===== config.mk =====
export PLATFORM = sky130hd
export DESIGN_NAME = wb_byte_master
export DESIGN_NICKNAME = d
export VERILOG_FILES = /design/src/rtl/wb_byte_master_pkg.sv /design/src/rtl/wb_byte_shifter.sv /design/src/rtl/wb_byte_master.sv
export SDC_FILE = /design/constraint.sdc
export NUM_CORES = 1
export LEC_CHECK = 0
export ABC_AREA = 1
export CORE_MARGIN = 4
export CORE_UTILIZATION = 47
export DETAILED_ROUTE_END_ITERATION = 6
export PLACE_DENSITY = 0.81
export SLEW_MARGIN = 40
export SYNTH_ARGS = -nofsm -noshare
export SYNTH_HDL_FRONTEND = slang
export SYNTH_SLANG_ARGS = --single-unit

===== constraint.sdc =====
create_clock -name i_clk -period 1.9 [get_ports i_clk]
set_input_delay 0.57 -clock i_clk [delete_from_list [all_inputs] [get_ports i_clk]]
set_output_delay 0.57 -clock i_clk [all_outputs]
set_load 0.02 [all_outputs]

===== src/rtl/wb_byte_master_pkg.sv =====
// Shared opcodes, status codes, state encoding and timeout sizing for wb_byte_master.
package wb_byte_master_pkg;

    localparam logic [7:0] OP_WRITE_DEF = 8'hA1;
    localparam logic [7:0] OP_READ_DEF  = 8'hA2;

    localparam logic [7:0] STAT_OK      = 8'h00;
    localparam logic [7:0] STAT_TIMEOUT = 8'h01;
    localparam logic [7:0] STAT_BADOP   = 8'hEE;

    typedef enum logic [2:0] {
        StIdle,
        StOpc,
        StAddr,
        StWdata,
        StBus,
        StResp
    } state_e;

    // Counter width able to hold the value TIMEOUT_CYCLES itself.
    function automatic int unsigned tmo_width(input int unsigned cycles);
        return $clog2(cycles + 1);
    endfunction

endpackage


===== src/rtl/wb_byte_shifter.sv =====
// 4-byte MSB-first register: clear, parallel load, or shift a byte in at the bottom.
module wb_byte_shifter (
    input  logic        i_clk,
    input  logic        i_rst,
    input  logic        i_clr,
    input  logic        i_load,
    input  logic [31:0] i_load_word,
    input  logic        i_shift,
    input  logic [7:0]  i_byte,
    output logic [31:0] o_word,
    output logic        o_at_last
);

    logic [31:0] word_q, word_d;
    logic [1:0]  cnt_q, cnt_d;

    always_comb begin
        word_d = word_q;
        cnt_d  = cnt_q;
        if (i_clr) begin
            word_d = '0;
            cnt_d  = '0;
        end else if (i_load) begin
            word_d = i_load_word;
            cnt_d  = '0;
        end else if (i_shift) begin
            word_d = {word_q[23:0], i_byte};
            cnt_d  = cnt_q + 2'd1;
        end
    end

    always_ff @(posedge i_clk) begin
        if (i_rst) begin
            word_q <= '0;
            cnt_q  <= '0;
        end else begin
            word_q <= word_d;
            cnt_q  <= cnt_d;
        end
    end

    assign o_word    = word_q;
    // Next shifted byte completes the word.
    assign o_at_last = (cnt_q == 2'd3);

endmodule


===== src/rtl/wb_byte_master.sv =====
// Byte-stream command parser driving single classic Wishbone cycles with byte-stream responses.
// Optional bus timeout enabled by defining WB_BYTE_MASTER_TIMEOUT_EN.
module wb_byte_master
    import wb_byte_master_pkg::*;
#(
    parameter int unsigned TIMEOUT_CYCLES = 255,
    parameter logic [7:0]  OP_WRITE       = OP_WRITE_DEF,
    parameter logic [7:0]  OP_READ        = OP_READ_DEF
) (
    input  logic        i_clk,
    input  logic        i_rst,
    input  logic [7:0]  i_rx_data,
    input  logic        i_rx_valid,
    output logic        o_rx_ready,
    output logic [7:0]  o_tx_data,
    output logic        o_tx_valid,
    input  logic        i_tx_ready,
    output logic [31:0] o_wb_adr,
    output logic [31:0] o_wb_dat,
    output logic        o_wb_we,
    output logic [3:0]  o_wb_sel,
    output logic        o_wb_stb,
    output logic        o_wb_cyc,
    input  logic [31:0] i_wb_dat,
    input  logic        i_wb_ack,
    output logic        o_busy
);

    if (TIMEOUT_CYCLES < 1 || TIMEOUT_CYCLES > 65535) begin : g_tmo_range
        $error("TIMEOUT_CYCLES must be within 1..65535");
    end

    state_e      state_q, state_d;
    logic        we_q, we_d;
    logic        stb_q, stb_d;
    logic [7:0]  status_q, status_d;
    logic [2:0]  idx_q, idx_d;
    logic [2:0]  resp_last;
    logic        rx_fire, tx_fire;
    logic        adr_clr, adr_shift, adr_at_last;
    logic        dat_clr, dat_load, dat_shift, dat_at_last;
    logic [31:0] adr_word, dat_word;

`ifdef WB_BYTE_MASTER_TIMEOUT_EN
    localparam int unsigned TW        = tmo_width(TIMEOUT_CYCLES);
    localparam logic [TW-1:0] TMO_LIMIT = TW'(TIMEOUT_CYCLES);
    logic [TW-1:0] tmo_q, tmo_d, tmo_next;
    assign tmo_next = tmo_q + TW'(1);
`endif

    assign rx_fire   = i_rx_valid && o_rx_ready;
    assign tx_fire   = o_tx_valid && i_tx_ready;
    // Only a successful read carries the 4 data bytes after the status byte.
    assign resp_last = (!we_q && status_q == STAT_OK) ? 3'd4 : 3'd0;

    wb_byte_shifter u_adr (
        .i_clk       (i_clk),
        .i_rst       (i_rst),
        .i_clr       (adr_clr),
        .i_load      (1'b0),
        .i_load_word (32'h0),
        .i_shift     (adr_shift),
        .i_byte      (i_rx_data),
        .o_word      (adr_word),
        .o_at_last   (adr_at_last)
    );

    // Holds write data on the way in and read data on the way out.
    wb_byte_shifter u_dat (
        .i_clk       (i_clk),
        .i_rst       (i_rst),
        .i_clr       (dat_clr),
        .i_load      (dat_load),
        .i_load_word (i_wb_dat),
        .i_shift     (dat_shift),
        .i_byte      (i_rx_data),
        .o_word      (dat_word),
        .o_at_last   (dat_at_last)
    );

    always_comb begin
        state_d   = state_q;
        we_d      = we_q;
        stb_d     = stb_q;
        status_d  = status_q;
        idx_d     = idx_q;
        adr_clr   = 1'b0;
        adr_shift = 1'b0;
        dat_clr   = 1'b0;
        dat_load  = 1'b0;
        dat_shift = 1'b0;
`ifdef WB_BYTE_MASTER_TIMEOUT_EN
        tmo_d     = '0;
`endif
        unique case (state_q)
            StIdle: state_d = StOpc;
            StOpc: begin
                if (rx_fire) begin
                    if (i_rx_data == OP_WRITE || i_rx_data == OP_READ) begin
                        we_d    = (i_rx_data == OP_WRITE);
                        adr_clr = 1'b1;
                        dat_clr = 1'b1;
                        state_d = StAddr;
                    end else begin
                        status_d = STAT_BADOP;
                        idx_d    = '0;
                        state_d  = StResp;
                    end
                end
            end
            StAddr: begin
                if (rx_fire) begin
                    adr_shift = 1'b1;
                    if (adr_at_last) begin
                        if (we_q) begin
                            state_d = StWdata;
                        end else begin
                            state_d = StBus;
                            stb_d   = 1'b1;
                        end
                    end
                end
            end
            StWdata: begin
                if (rx_fire) begin
                    dat_shift = 1'b1;
                    if (dat_at_last) begin
                        state_d = StBus;
                        stb_d   = 1'b1;
                    end
                end
            end
            StBus: begin
                if (stb_q) begin
                    // ACK wins over a simultaneous timeout.
                    if (i_wb_ack) begin
                        stb_d    = 1'b0;
                        status_d = STAT_OK;
                        idx_d    = '0;
                        dat_load = !we_q;
                        state_d  = StResp;
                    end
`ifdef WB_BYTE_MASTER_TIMEOUT_EN
                    else if (tmo_next == TMO_LIMIT) begin
                        stb_d    = 1'b0;
                        status_d = STAT_TIMEOUT;
                        idx_d    = '0;
                        state_d  = StResp;
                    end else begin
                        tmo_d = tmo_next;
                    end
`endif
                end
            end
            StResp: begin
                if (tx_fire) begin
                    if (idx_q == resp_last) begin
                        state_d = StIdle;
                    end else begin
                        idx_d     = idx_q + 3'd1;
                        dat_shift = (idx_q != 3'd0);
                    end
                end
            end
            default: state_d = StIdle;
        endcase
    end

    always_ff @(posedge i_clk) begin
        if (i_rst) begin
            state_q  <= StIdle;
            we_q     <= 1'b0;
            stb_q    <= 1'b0;
            status_q <= 8'h00;
            idx_q    <= '0;
        end else begin
            state_q  <= state_d;
            we_q     <= we_d;
            stb_q    <= stb_d;
            status_q <= status_d;
            idx_q    <= idx_d;
        end
    end

`ifdef WB_BYTE_MASTER_TIMEOUT_EN
    always_ff @(posedge i_clk) begin
        if (i_rst) begin
            tmo_q <= '0;
        end else begin
            tmo_q <= tmo_d;
        end
    end
`endif

    assign o_rx_ready = (state_q == StOpc) || (state_q == StAddr) || (state_q == StWdata);
    assign o_busy     = (state_q != StIdle);
    assign o_tx_valid = (state_q == StResp);
    assign o_tx_data  = (state_q != StResp) ? 8'h00 :
                        (idx_q == 3'd0)     ? status_q : dat_word[31:24];
    assign o_wb_adr   = adr_word;
    assign o_wb_dat   = dat_word;
    assign o_wb_we    = we_q;
    assign o_wb_sel   = stb_q ? 4'hF : 4'h0;
    assign o_wb_stb   = stb_q;
    assign o_wb_cyc   = stb_q;

endmodule


==> impl_metrics.csv <==
group,metric,value,unit
clocking,htree_levels,3,
yosys,synth_area_leaders,"dfxtp_1, nand2_1, a21oi_2",
hold_path,min_path_cells,2,
floorplanning,start_util,0.483,
timing,relSlewSlack,0.758,
power,power.density,857,mW/mm^2
global_routing,antenna_found_initial,0,
finish,instances_no_fill,831,
yosys,synth_nets,614,
hold_path,holdCritPathClass,"reg -> reg",
global_routing,grt_first_pass_wirelength,20300,um
timing,finalSetupViolations,6,
finish,n_antenna_cell,0,
yosys,yosysWarnings,0,
critical_path,rr_worst_depth,11,
timing,worst_slack,-86.4,ps
finish,final_area,0.00600,mm^2
finish,area_growth,51.1,%
clocking,tritoncts,"done",
finish,multi_input_area,0.00209,mm^2
finish,drive_gt1_frac,0.218,
floorplanning,die_x,99.9,um
critical_path,crit_type,"reg -> out",
clocking,clockBufferDepth,2,
clocking,cts_root_buf,"clkbuf_8",
critical_path,crit_fanout,6,
floorplanning,core,0.00822,mm^2
placed_design,place.port_buffers,126,
yosys,yosys.area.top_type,"dfxtp_1",
yosys,ys_ff_latch,77,
clocking,hold_buffers,0,
critical_path,required,1330,ps
drt,wl_per_cell,15.3,um
run_status,violations,"setup timing",
run,maxCapViolCount,0,
drt,drt-total-wl,12700,um
yosys,syn_inst,565,
global_routing,grt_max_degree,41,
floorplanning,pin_count,127,
timing,worst_pin_slew,360,ps
timing,tns,-461,ps
floorplanning,rows,33,
global_routing,grt_pass1_vias,4224,
yosys,syn_avg_cell_area,7.03,um^2
drt,drt-initial-drc-count,210,
placed_design,place_inst,807,
finish,fillers,630,
floorplanning,dieArea,0.00998,mm^2
critical_path,start_kind,"flip-flop",
critical_path,worst_setup_path_end_kind,"primary output",
timing,fin_worst_skew,7.90,ps
clocking,cts.clk_slew.worst_paths,80,ps
placed_design,gp_congestion,0.863,
timing,period_needed,1990,ps
timing,rsz0062_at_grt,"yes",
drt,antenna_left,0,
power,leakage,2.69,nW
finish,final_common_cell,"nand2_1",
finish,utilization,0.730,
placed_design,postPlaceCellArea,0.00554,mm^2
timing,period_share,1.05,
clocking,numCtsBuffers,9,
placed_design,post-dp-hpwl,8590,um
timing,drv_slew,0,
power,vdd_ir_drop_max,0.000773,V
drt,vias,4289,
finish,layout_common_cells,"nand2_1, dfxtp_1, dlygate4sd2_1, nand3_1, buf_4",
yosys,ys_seq_area_frac,0.388,
yosys,synth_top_area_frac,0.388,
drt,routed_via_density,5.16,
floorplanning,die_h,99.9,um
global_routing,grt-ovfl-total,0,
yosys,synth.cell_area,0.00397,mm^2
timing,clock.fmax,503,MHz
global_routing,grt_usage,0.252,
clocking,cts_sinks,77,
finish,seq_area,0.00155,mm^2
drt,drc,0,
critical_path,cp.arrival,1420,ps
timing,finalHoldViolations,0,
finish,nNetsFinal,770,
clocking,clk_latency,350,ps
run_status,status,"complete, but fails checks",
yosys,synth.distinct_cells,29,
drt,firstDrtPassIters,6,
-- repair_timing --
item | in CTS | in global routing
setup endpoints to repair | 102 | 85
cloned | 2 | 4
pin swaps | 8 | 10
resized for setup | 146 | 27
setup buffers | 0 | 2
-- path summary, 6_finish.rpt --
check                   start          endpoint  slack [ps]
max                  idx_q[0]      o_tx_data[3]         -90
min          u_adr.o_word[30]  u_adr.o_word[30]         470
max reg2reg        state_q[1]  u_dat.o_word[13]         160
min reg2reg  u_adr.o_word[30]  u_adr.o_word[30]         470
-- area by class of cell --
type | instances | area share
inverter | 53 | 0.0340
tap | 105 | 0.0219
clock buffer | 10 | 0.0213
multi-input combinational | 398 | 0.348
clock inverter | 6 | 0.0186
sequential | 77 | 0.258
timing repair buffer | 182 | 0.298
-- report_power, final --
group / switching [mW] / leakage, nW / total, mW / internal [mW]
sequential: 0.0879 / 0.623 / 1.80 / 1.71
combinational: 1.09 / 1.95 / 1.84 / 0.751
clock: 0.628 / 0.116 / 1.50 / 0.873
total: 1.80 / 2.69 / 5.14 / 3.34
-- through the flow --
step	worst slack, ps	hold slack [ps]	total power, mW
after floorplan	135	444	2.94
after detailed placement	-378	455	3.55
final	-86.4	467	5.14
after global routing	-155	477	5.43
after CTS	-108	468	5.09
after global placement	-333	450	3.52
-- cells by family (layout without fill, tap and decap cells) --
| family | after synthesis | in the layout | share of synthesized area |
|---|---|---|---|
| AO/OA/AOI/OAI | 115 | 115 | 0.174 |
| XOR/XNOR | 2 | 2 | 0.00441 |
| buffers and inverters | 91 | 251 | 0.121 |
| AND/OR/NAND/NOR | 276 | 277 | 0.300 |
| flip-flops | 77 | 77 | 0.388 |
| adder cells (fa/ha/maj) | 4 | 4 | 0.0126 |
-- Yosys cell counts --
library cell	n
nand2_1	177
dfxtp_1	77
nand3_1	50
a21oi_1	49
inv_1	49
a21oi_2	30
nor2_1	29
o21ai_1	28
buf_2	16
buf_4	9
buf_6	7
o21ai_0	6
ha_1	4
inv_2	4
nand2_2	4
buf_8	3
clkbuf_1	3
nor2_2	3
nand3_2	2
nand3b_1	2
nand4_1	2
nor2_4	2
o22ai_1	2
xnor2_1	2
nand2_4	1
nor2_8	1
nor3_1	1
nor3_2	1
or2_0	1
-- flip-flops by register name, indices dropped and copies added (netlist names) --
register	count
status_q	1
idx_q	3
u_dat.cnt_q	2
u_adr.o_word	32
u_adr.cnt_q	2
o_wb_cyc	1
state_q	3
o_wb_we	1
u_dat.o_word	32
-- routing by layer --
layer / GRT usage / vias to the layer above / routed length [um]
met5: 0 / - / 0
met1: 0.314 / 2011 / 5310
met3: 0.0570 / 31 / 833
met4: 0.107 / 0 / 374
met2: 0.419 / 132 / 6200
li1: - / 2115 / -
-- critical path, stage by stage, from the launching register on --
cell and delay, ps:
dfxtp_2 330, inv_2 70, ha_4 190, nand3_4 150
a21oi_4 190, buf_6 130
No activity file was read; power rests on OpenSTA's default activity.
